--- src/rtl/bird_controller_pkg.sv ---
// Shared constants for the bird controller: game-state codes, FSM encoding,
// display geometry and the sprite frame lookup.
package bird_controller_pkg;

   localparam logic [3:0] GS_START = 4'b0001;
   localparam logic [3:0] GS_PLAY  = 4'b0010;
   localparam logic [3:0] GS_PAUSE = 4'b0100;
   localparam logic [3:0] GS_END   = 4'b1000;

   typedef enum logic [1:0] {
      S_IDLE   = 2'd0,
      S_FLY    = 2'd1,
      S_FROZEN = 2'd2,
      S_DEAD   = 2'd3
   } state_t;

   localparam int SCREEN_W     = 640;
   localparam int SCREEN_H     = 480;
   localparam int DISP_FLOOR_Y = 378;

   // Four animation phases map onto the wing-flap sequence 0,1,2,1.
   function automatic logic [2:0] frame_of(input logic [1:0] phase);
      return (phase == 2'd3) ? 3'd1 : {1'b0, phase};
   endfunction

endpackage

--- src/rtl/bird_controller_tick_gen.sv ---
// Free-running divider: pulses tick for one clk every DIV clks.
module tick_gen #(
   parameter int DIV = 833333
) (
   input  logic clk,
   input  logic rst,
   output logic tick
);

   localparam int W = (DIV > 1) ? $clog2(DIV) : 1;

   logic [W-1:0] cnt;

   assign tick = (cnt == W'(DIV - 1));

   always_ff @(posedge clk or negedge rst) begin
      if (!rst)      cnt <= '0;
      else if (tick) cnt <= '0;
      else           cnt <= cnt + 1'b1;
   end

endmodule

--- src/rtl/bird_controller.sv ---
// Bird physics, flap capture and sprite animation for the flappy-bird game.
// Optional IDLE hover bobbing is enabled by defining BIRD_HOVER_EN.
module bird_controller
   import bird_controller_pkg::*;
#(
   parameter int TICK_DIV    = 833333,
   parameter int BIRD_X      = 200,
   parameter int START_Y     = 200,
   parameter int BIRD_SIZE_Y = 24,
   parameter int FLOOR_Y     = DISP_FLOOR_Y,
   parameter int GRAVITY     = 1,
   parameter int FLAP_VEL    = 8,
   parameter int MAX_FALL    = 10,
   parameter int ANI_TICKS   = 6
) (
   input  logic        clk,
   input  logic        rst,
   input  logic        flap,
   input  logic [3:0]  game_state,
   output logic [15:0] birdX,
   output logic [15:0] birdY,
   output logic [2:0]  bird_state,
   output logic        hit,
   output state_t      fsm_state
);

   localparam logic [15:0]        Y_START  = 16'(START_Y);
   localparam logic [15:0]        Y_FLOOR  = 16'(FLOOR_Y - BIRD_SIZE_Y);
   localparam logic signed [8:0]  GRAV_S   = 9'(GRAVITY);
   localparam logic signed [8:0]  MAXF_S   = 9'(MAX_FALL);
   localparam logic signed [7:0]  FLAP_S   = 8'(-FLAP_VEL);
   localparam logic [7:0]         ANI_LAST = 8'(ANI_TICKS - 1);

   state_t             state;
   logic               tick, flap_q, flap_edge, flap_pending;
   logic signed [7:0]  vel, vel_next;
   logic signed [8:0]  vel_grav;
   logic signed [16:0] y_sum;
   logic               y_neg, y_floor;
   logic [7:0]         ani_cnt, ani_cnt_nx;
   logic [1:0]         ani_phase, ani_phase_nx;
   logic               ani_wrap;

`ifdef BIRD_HOVER_EN
   logic signed [3:0]  hover_off, hover_next;
   logic               hover_up;
   assign hover_next = hover_up ? hover_off + 4'sd1 : hover_off - 4'sd1;
`endif

   tick_gen #(.DIV(TICK_DIV)) u_tick (.clk(clk), .rst(rst), .tick(tick));

   assign birdX     = 16'(BIRD_X);
   assign fsm_state = state;
   assign flap_edge = flap & ~flap_q;

   assign ani_wrap     = (ani_cnt == ANI_LAST);
   assign ani_cnt_nx   = ani_wrap ? 8'd0 : ani_cnt + 8'd1;
   assign ani_phase_nx = ani_wrap ? ani_phase + 2'd1 : ani_phase;

   // A flap edge coinciding with the tick counts as a flap on that tick.
   always_comb begin
      vel_grav = $signed({vel[7], vel}) + GRAV_S;
      if (vel_grav > MAXF_S) vel_grav = MAXF_S;
      if (state == S_FLY && (flap_pending || flap_edge)) vel_next = FLAP_S;
      else                                               vel_next = vel_grav[7:0];
      y_sum   = $signed({1'b0, birdY}) + $signed({{9{vel_next[7]}}, vel_next});
      y_neg   = y_sum[16];
      y_floor = !y_sum[16] && (y_sum[15:0] >= Y_FLOOR);
   end

   always_ff @(posedge clk or negedge rst) begin
      if (!rst) begin
         state        <= S_IDLE;
         birdY        <= Y_START;
         vel          <= '0;
         bird_state   <= '0;
         hit          <= 1'b0;
         flap_q       <= 1'b0;
         flap_pending <= 1'b0;
         ani_cnt      <= '0;
         ani_phase    <= '0;
`ifdef BIRD_HOVER_EN
         hover_off    <= '0;
         hover_up     <= 1'b1;
`endif
      end else begin
         flap_q <= flap;
         hit    <= 1'b0;
         if (tick || state == S_FROZEN) flap_pending <= 1'b0;
         else if (flap_edge)            flap_pending <= 1'b1;

         if (game_state == GS_START && state != S_IDLE) begin
            state      <= S_IDLE;
            birdY      <= Y_START;
            vel        <= '0;
            bird_state <= '0;
            ani_cnt    <= '0;
            ani_phase  <= '0;
`ifdef BIRD_HOVER_EN
            hover_off  <= '0;
            hover_up   <= 1'b1;
`endif
         end else if (game_state == GS_END && state != S_DEAD) begin
            state      <= S_DEAD;
            bird_state <= 3'd1;
         end else begin
            case (state)
               S_IDLE: begin
                  if (game_state == GS_PLAY) state <= S_FLY;
                  else if (tick) begin
                     ani_cnt    <= ani_cnt_nx;
                     ani_phase  <= ani_phase_nx;
                     bird_state <= frame_of(ani_phase_nx);
`ifdef BIRD_HOVER_EN
                     hover_off  <= hover_next;
                     birdY      <= Y_START + 16'(hover_next);
                     if (hover_next == 4'sd4 || hover_next == -4'sd4) hover_up <= ~hover_up;
`endif
                  end
               end
               S_FLY: begin
                  if (game_state == GS_PAUSE) state <= S_FROZEN;
                  else if (tick) begin
                     ani_cnt    <= ani_cnt_nx;
                     ani_phase  <= ani_phase_nx;
                     bird_state <= frame_of(ani_phase_nx);
                     if (y_neg) begin
                        birdY <= '0;
                        vel   <= '0;
                     end else if (y_floor) begin
                        birdY      <= Y_FLOOR;
                        vel        <= vel_next;
                        hit        <= 1'b1;
                        state      <= S_DEAD;
                        bird_state <= 3'd1;
                     end else begin
                        birdY <= y_sum[15:0];
                        vel   <= vel_next;
                     end
                  end
               end
               S_FROZEN: begin
                  if (game_state == GS_PLAY) state <= S_FLY;
               end
               default: begin
                  // Falling corpse: gravity only, settles on the floor silently.
                  bird_state <= 3'd1;
                  if (tick) begin
                     if (y_neg) begin
                        birdY <= '0;
                        vel   <= '0;
                     end else if (y_floor) begin
                        birdY <= Y_FLOOR;
                        vel   <= vel_next;
                     end else begin
                        birdY <= y_sum[15:0];
                        vel   <= vel_next;
                     end
                  end
               end
            endcase
         end
      end
   end

endmodule
--- config.mk ---
export PLATFORM = sky130hd
export DESIGN_NAME = bird_controller
export DESIGN_NICKNAME = d
export VERILOG_FILES = /design/src/rtl/bird_controller_pkg.sv /design/src/rtl/bird_controller_tick_gen.sv /design/src/rtl/bird_controller.sv
export SDC_FILE = /design/constraint.sdc
export NUM_CORES = 1
export LEC_CHECK = 0
export CELL_PAD_IN_SITES_DETAIL_PLACEMENT = 1
export CELL_PAD_IN_SITES_GLOBAL_PLACEMENT = 2
export CORE_ASPECT_RATIO = 0.5
export CORE_MARGIN = 5
export CORE_UTILIZATION = 35
export DETAILED_ROUTE_END_ITERATION = 8
export GPL_ROUTABILITY_DRIVEN = 1
export HOLD_SLACK_MARGIN = 0.08
export PLACE_DENSITY_LB_ADDON = 0.08
export SLEW_MARGIN = 30
export SYNTH_ARGS = -nofsm -noshare
export SYNTH_HDL_FRONTEND = slang
export SYNTH_SLANG_ARGS = --single-unit
--- constraint.sdc ---
create_clock -name clk -period 6.3 [get_ports clk]
set_clock_uncertainty 0.05 [all_clocks]
set_input_delay 1.89 -clock clk [delete_from_list [all_inputs] [get_ports clk]]
set_output_delay 1.89 -clock clk [all_outputs]
set_load 0.05 [all_outputs]
# Word level (Yosys, flattened, before mapping)
# Cells that the tools add are included.
[op_classes]
reduce_logical = 17
n_bitwise = 2
eq_ne = 23
add_sub_neg = 5
muxes = 57
order_cmp = 2
[ops]
columns = ["op", "count"]
rows = [
  ["8-bit two-way mux", 13],
  ["16-bit two-way mux", 6],
  ["2-bit two-way mux", 16],
  ["16-bit case mux with 2 select lines", 1],
  ["8-bit case mux with 2 select lines", 2],
  ["20-bit by 1-bit adder with 20-bit output, second input constant", 1],
  ["20-bit == test, second input constant", 1],
  ["20-bit two-way mux", 1],
  ["3-bit two-way mux", 6],
  ["17-bit by 8-bit adder with 17-bit output", 1],
  ["16-bit by 9-bit greater-or-equal comparator with 1-bit output, second input constant", 1],
  ["5-bit by 2-bit != test with 1-bit output, second input constant", 3],
  ["4-bit != test, second input constant", 3],
  ["5-bit AND reduction", 2],
  ["8-bit by 2-bit adder with 9-bit output, second input constant", 1],
  ["9-bit by 5-bit > comparator with 1-bit output, second input constant", 1],
  ["1-bit two-way mux", 9],
  ["3-bit case mux with 3 select lines", 1],
  ["8-bit by 1-bit adder with 8-bit output, second input constant", 1],
  ["8-bit by 3-bit == test with 1-bit output, second input constant", 1],
  ["2-bit case mux with 2 select lines", 2],
  ["3-bit != test, second input constant", 2],
  ["2-bit == test, second input constant", 2],
  ["4-bit by 1-bit == test with 1-bit output, second input constant", 1],
  ["other kinds (22)", 28],
]
[word_totals]
output_inout_bits = 38
regBits = 62
elab_cells = 116

# Longest topological paths before layout
[depth]
word_depth = 15
ltp_mapped = 26
ltp_nobuf = 25

# Cells and area by module
# Synthesis repeated with hierarchy kept, for this count alone.
[unflattened]
cells_unflattened = 530
area_unflattened_um2 = 4511.8
[modules_own_cells]
columns = ["mod", "n_inst", "area_each_um2", "cells_each"]
rows = [
  ["bird_controller", 1, 3427.0, 421],
  ["tick_gen", 1, 1084.8, 109],
]

# Least setup slack after synthesis
# OpenSTA, ideal clock, no wires.
[synth_timing]
path_kind = "input port to flip-flop"
start = "in flap"
end = "reg vel[2]"
path_slack_ns = 0.841
t_arrival_ns = 5.345
setup_ns = 0.064
cell_stages = 18
required_ns = 6.186
path_cell_list = "a21o_1 > nand2_1 > nand2_1 > or3b_2 > ha_1 > nor2_1 > a211oi_1 > o2111a_1 > o21a_1 > a21oi_1 > nor2_1 > o21ai_0 > a21oi_1 > ha_1 > or3_1 > clkbuf_1 > a211oi_1 > a21o_1"
[synth_between]
elab_chain_cells = 11
[synth_rtl]
columns = ["element", "line_no", "text"]
rows = [
  ["start, declared", "bird_controller.sv:18", "input logic flap,"],
  ["1-bit AND *", "bird_controller.sv:54", "assign flap_edge = flap & ~flap_q;"],
  ["1-bit logical OR *", "bird_controller.sv:64", "if (state == S_FLY && (flap_pending || flap_edge)) vel_next = FLAP_S;"],
  ["1-bit logical AND *", "bird_controller.sv:64", ""],
  ["8-bit two-way mux *", "bird_controller.sv:64", ""],
  ["17-bit by 8-bit adder with 17-bit output", "bird_controller.sv:66", "y_sum = $signed({1'b0, birdY}) + $signed({{9{vel_next[7]}}, vel_next});"],
  ["8-bit two-way mux *", "bird_controller.sv:127", "if (y_neg) begin"],
  ["8-bit two-way mux *", "bird_controller.sv:123", "else if (tick) begin"],
  ["8-bit two-way mux", "bird_controller.sv:122", "if (game_state == GS_PAUSE) state <= S_FROZEN;"],
  ["8-bit case mux with 2 select lines *", "bird_controller.sv:107", "case (state)"],
  ["8-bit two-way mux *", "bird_controller.sv:103", "end else if (game_state == GS_END && state != S_DEAD) begin"],
  ["8-bit two-way mux *", "bird_controller.sv:92", "if (game_state == GS_START && state != S_IDLE) begin"],
  ["end signal, assigned", "bird_controller.sv:132", "vel <= vel_next;"],
  ["end signal, assigned", "bird_controller.sv:138", "vel <= vel_next;"],
  ["end signal, assigned", "bird_controller.sv:154", "vel <= vel_next;"],
  ["end, declared", "bird_controller.sv:36", "logic signed [7:0] vel, vel_next;"],
]
# Every way passes the cells marked *; elsewhere a longest branch is shown, timed or not. The select of a mux whose other input is x is not followed.
# A chain may end at the register's enable or synchronous reset.

# Worst setup path in the final report
# Ends and elaborated chain as after synthesis.

==> reports/qor.txt <==
======================================================================================
Final hold viol count                                                                0
Clock slew at the register clock pins of the worst setup and hold paths          60 ps
Worst voltage drop across the vdd grid                                       0.1479 mV
Detail Route Antenna Nets                                                            0
Sink Count                                                                          61
Async S/R FF share, synth                                                        1.000
Antenna violations before repair                                                     0
Largest net degree at the start of global routing                                   62
Type of element capturing the critical path                                  flip-flop
Via count of the first global-routing pass                                        3628
Status                                                                    finished clean
Port bufs                                                                           27
Number of buffers inserted during clock tree synthesis                               9
All-Layer GR Usage                                                              0.1649
Starting density of the core                                                    0.3565
Power density of the placed cells                                         358.7 nW/µm²
Worst skew pair latency                                                         330 ps
Startpoint type of the worst setup path                                      input pin
Share of the cycle needed by the critical path after routing                    0.9146
Cell area after synthesis                                                     4209 µm²
Core area                                                                    11810 µm²
Number of distinct library cells after synthesis                                    62
Worst slew margin relative to its limit                                         0.4540
Syn-to-layout area delta                                                        17.60%
End-of-flow core utilization                                                    0.4192
Syn Area/Cell                                                                8.418 µm²
First-pass GRT wire length                                                    18910 µm
Worst path arrival time                                                        5980 ps
Total of endpoints with negative setup slack in the final report                     0
Number of gates resized after cts                                                    0
Fillers                                                                           1463
Detailed-routing iteration count for the pre-antenna-repair pass                     4
Path type of the worst setup path                                         input pin to flip-flop
Overall routed net length                                                     11220 µm
Unrepaired setup endpoints after global routing                                  false
Post-detailed-route DRC marker count                                                 0
Leakage dissipation                                                           2.263 nW
Area of the die                                                              14450 µm²
Hold path start                                                           ani_cnt[7]$_DFFE_PN0P_
Timing startpoint of the critical path                                            flap
Register area share after synthesis                                             0.3636
Clock tree root driver cell                                                  clkbuf_16
Hold buffer count at CTS                                                             0
Proportion of layout cells with a drive suffix above 1                         0.07276
Commonest cells in the synthesized netlist                                58 x dfrtp_1, 49 x nor2_1, 48 x nand2_1
Count of vias placed by the detailed router                                       3620
GPL Wtd Cong                                                                    0.7784
NumNets Final                                                                      563
Max-slew violations                                                                  0
Cell with the most instances after synthesis                                   dfrtp_1
Vias per std cell                                                                5.164
Width of the die                                                              165.1 µm
Ys flop type                                                                   dfrtp_1
Shortest clock period the worst path allows after layout                       5762 ps
Worst-path fanout max                                                               10
Global route total overflow                                                          0
Synth warn                                                                           0
Number of H-tree levels                                                              3
Kind of path behind the tightest hold check                               flip-flop to flip-flop
TritonCTS clock tree                                                             built
Setup repair bufs after CTS                                                          0
Transition at the pin with the smallest max-transition slack                  819.0 ps
Number of buffers between clock root and the deepest sink                            2
Initial drt markers                                                                165
Cell types occupying the most area after synthesis                        dfrtp_1 34%, ha_1 7.1%, o21ai_0 4.9%, nor2_1 4.4%, nand2_1 4.3%
Instance count of the mapped netlist                                               500
Reg2reg start                                                             vel[0]$_DFFE_PN0P_
Number of I/O pins                                                                  45
Total negative slack for setup checks                                             0 ps
Detail Placement HPWL                                                          8223 µm
Number of synthesized flops with an enable pin                                       0
Max Fclk                                                                    0.1736 GHz
Dominant cell type by area after synthesis                                     dfrtp_1
Share of the synthesized area in the top cell type                              0.3448
Floorplan row count                                                                 28
Inserted Diodes                                                                      0
Max-capacitance violation count                                                      0
Drt wl/cell                                                                   16.00 µm
Data required, critical path                                                   6520 ps
Number of storage elements in the synthesis netlist                                 61
Die height                                                                    87.55 µm
======================================================================================
-- cell type report --
| class | count | area (µm²) | share of cell area |
|---|---|---|---|
| clock inverter | 5 | 58.81 | 0.01188 |
| multi-input combinational | 401 | 2479 | 0.5008 |
| tap | 165 | 206.4 | 0.04171 |
| sequential | 61 | 1530 | 0.3092 |
| clock buffer | 11 | 252.7 | 0.05106 |
| timing repair buffer | 38 | 347.8 | 0.07027 |
| inverter | 20 | 75.07 | 0.01517 |
-- critical path, stage by stage --
cell	delay, ps
clkdlybuf4s50_1	420
a21o_1	170
nand2_1	100
nand2_1	110
nor2_1	110
ha_1	190
inv_1	60
fa_1	400
nand2b_1	180
a211oi_1	330
o2111a_1	290
o21a_1	170
a21oi_1	80
nor2_1	80
o21ai_0	80
a21oi_1	140
ha_1	250
or3_1	550
a211oi_1	270
a21o_1	120
-- cells by family (layout without fill, tap and decap cells) --
| family | Yosys count | in the layout | share of synthesized area |
|---|---|---|---|
| simple gates | 193 | 193 | 0.2277 |
| compound gates | 131 | 131 | 0.1947 |
| flops | 61 | 61 | 0.3636 |
| buf+inv | 53 | 74 | 0.06272 |
| xor+xnor | 33 | 33 | 0.06867 |
| fa+ha+maj | 25 | 25 | 0.07610 |
| other cells | 2 | 17 | 0.001784 |
| mux | 2 | 2 | 0.004756 |
-- path summary, 6_finish.rpt --
| path | endpoint | slack, ps | depth (start not counted) |
|---|---|---|---|
| min in group asynchronous | ani_cnt[1]$_DFFE_PN0P_ | 1670 | 2 |
| worst max-delay path | vel[2]$_DFFE_PN0P_ | 540 | 20 |
| worst min-delay path | ani_cnt[7]$_DFFE_PN0P_ | 440 | 1 |
| worst max register to register | vel[2]$_DFFE_PN0P_ | 1030 | 23 |
| worst min register to register | ani_cnt[7]$_DFFE_PN0P_ | 440 | 1 |
| max in group asynchronous | birdY[2]$_DFFE_PN0P_ | 3980 | 2 |
-- where the power goes --
| group | internal (mW) | switching [mW] | leakage [nW] |
|---|---|---|---|
| clock | 0.328 | 0.189 | 0.148 |
| combinational | 0.280 | 0.465 | 1.31 |
| sequential | 0.449 | 0.0648 | 0.802 |
-- per-layer routing --
metal  track usage  wire length, µm  vias up
li1              -                -     1792
met4       0.04302              115        0
met1        0.2400             5995     1770
met2        0.2482             4729       49
met3       0.03714              374        9
met5             0                0        -
-- placed cells by master (no fill, tap or decap), types with 3 or more instances in the layout --
| cell type | synthesis | final |
|---|---|---|
| dfrtp_1 | 58 | 58 |
| nor2_1 | 49 | 49 |
| nand2_1 | 48 | 48 |
| o21ai_0 | 41 | 41 |
| a21oi_1 | 34 | 34 |
| clkdlybuf4s50_1 | 0 | 26 |
| ha_1 | 24 | 24 |
| inv_1 | 20 | 20 |
| xnor2_1 | 19 | 19 |
| conb_1 | 2 | 17 |
| nand3_1 | 15 | 15 |
| and2_1 | 14 | 14 |
| xor2_1 | 14 | 14 |
| nand2b_1 | 13 | 13 |
| and3_1 | 12 | 12 |
| buf_4 | 17 | 11 |
| clkbuf_16 | 0 | 9 |
| nor3_1 | 7 | 7 |
| or3_1 | 7 | 7 |
| nand4_1 | 6 | 6 |
| nor4_1 | 4 | 4 |
| a21o_1 | 4 | 4 |
| nor2b_1 | 4 | 4 |
| a31oi_1 | 4 | 4 |
| o31ai_1 | 4 | 4 |
| a22o_1 | 4 | 4 |
| a211oi_1 | 3 | 3 |
| o211ai_1 | 3 | 3 |
| o21ai_1 | 3 | 3 |
| o221ai_1 | 3 | 3 |
| a211o_1 | 3 | 3 |
| o22ai_1 | 3 | 3 |
| dfstp_2 | 3 | 3 |
-- registers in the layout (all words and copies together) (netlist names) --
| name | cells |
|---|---|
| birdY | 16 |
| flap_q | 1 |
| hit | 1 |
| bird_state | 2 |
| u_tick.cnt | 20 |
| ani_cnt | 8 |
| flap_pending | 1 |
| fsm_state | 2 |
| ani_phase | 2 |
| vel | 8 |
-- per-stage QoR --
| step | hold WS [ps] | std cells | power, mW | area (µm²) | setup WS (ps) |
|---|---|---|---|---|---|
| floorplan | 400.1 | 515 | 1.053 | 4265 | 840.9 |
| global placement | 428.8 | 685 | 1.269 | 4638 | 226.2 |
| detailed placement | 435.4 | 685 | 1.267 | 4638 | 175.7 |
| CTS | 446.0 | 701 | 1.797 | 4950 | 525.2 |
| global route | 468.1 | 701 | 1.897 | 4950 | 240.8 |
| finish | 440.4 | 701 | 1.776 | 4950 | 538.3 |
No activity file was read; power rests on OpenSTA's default activity.
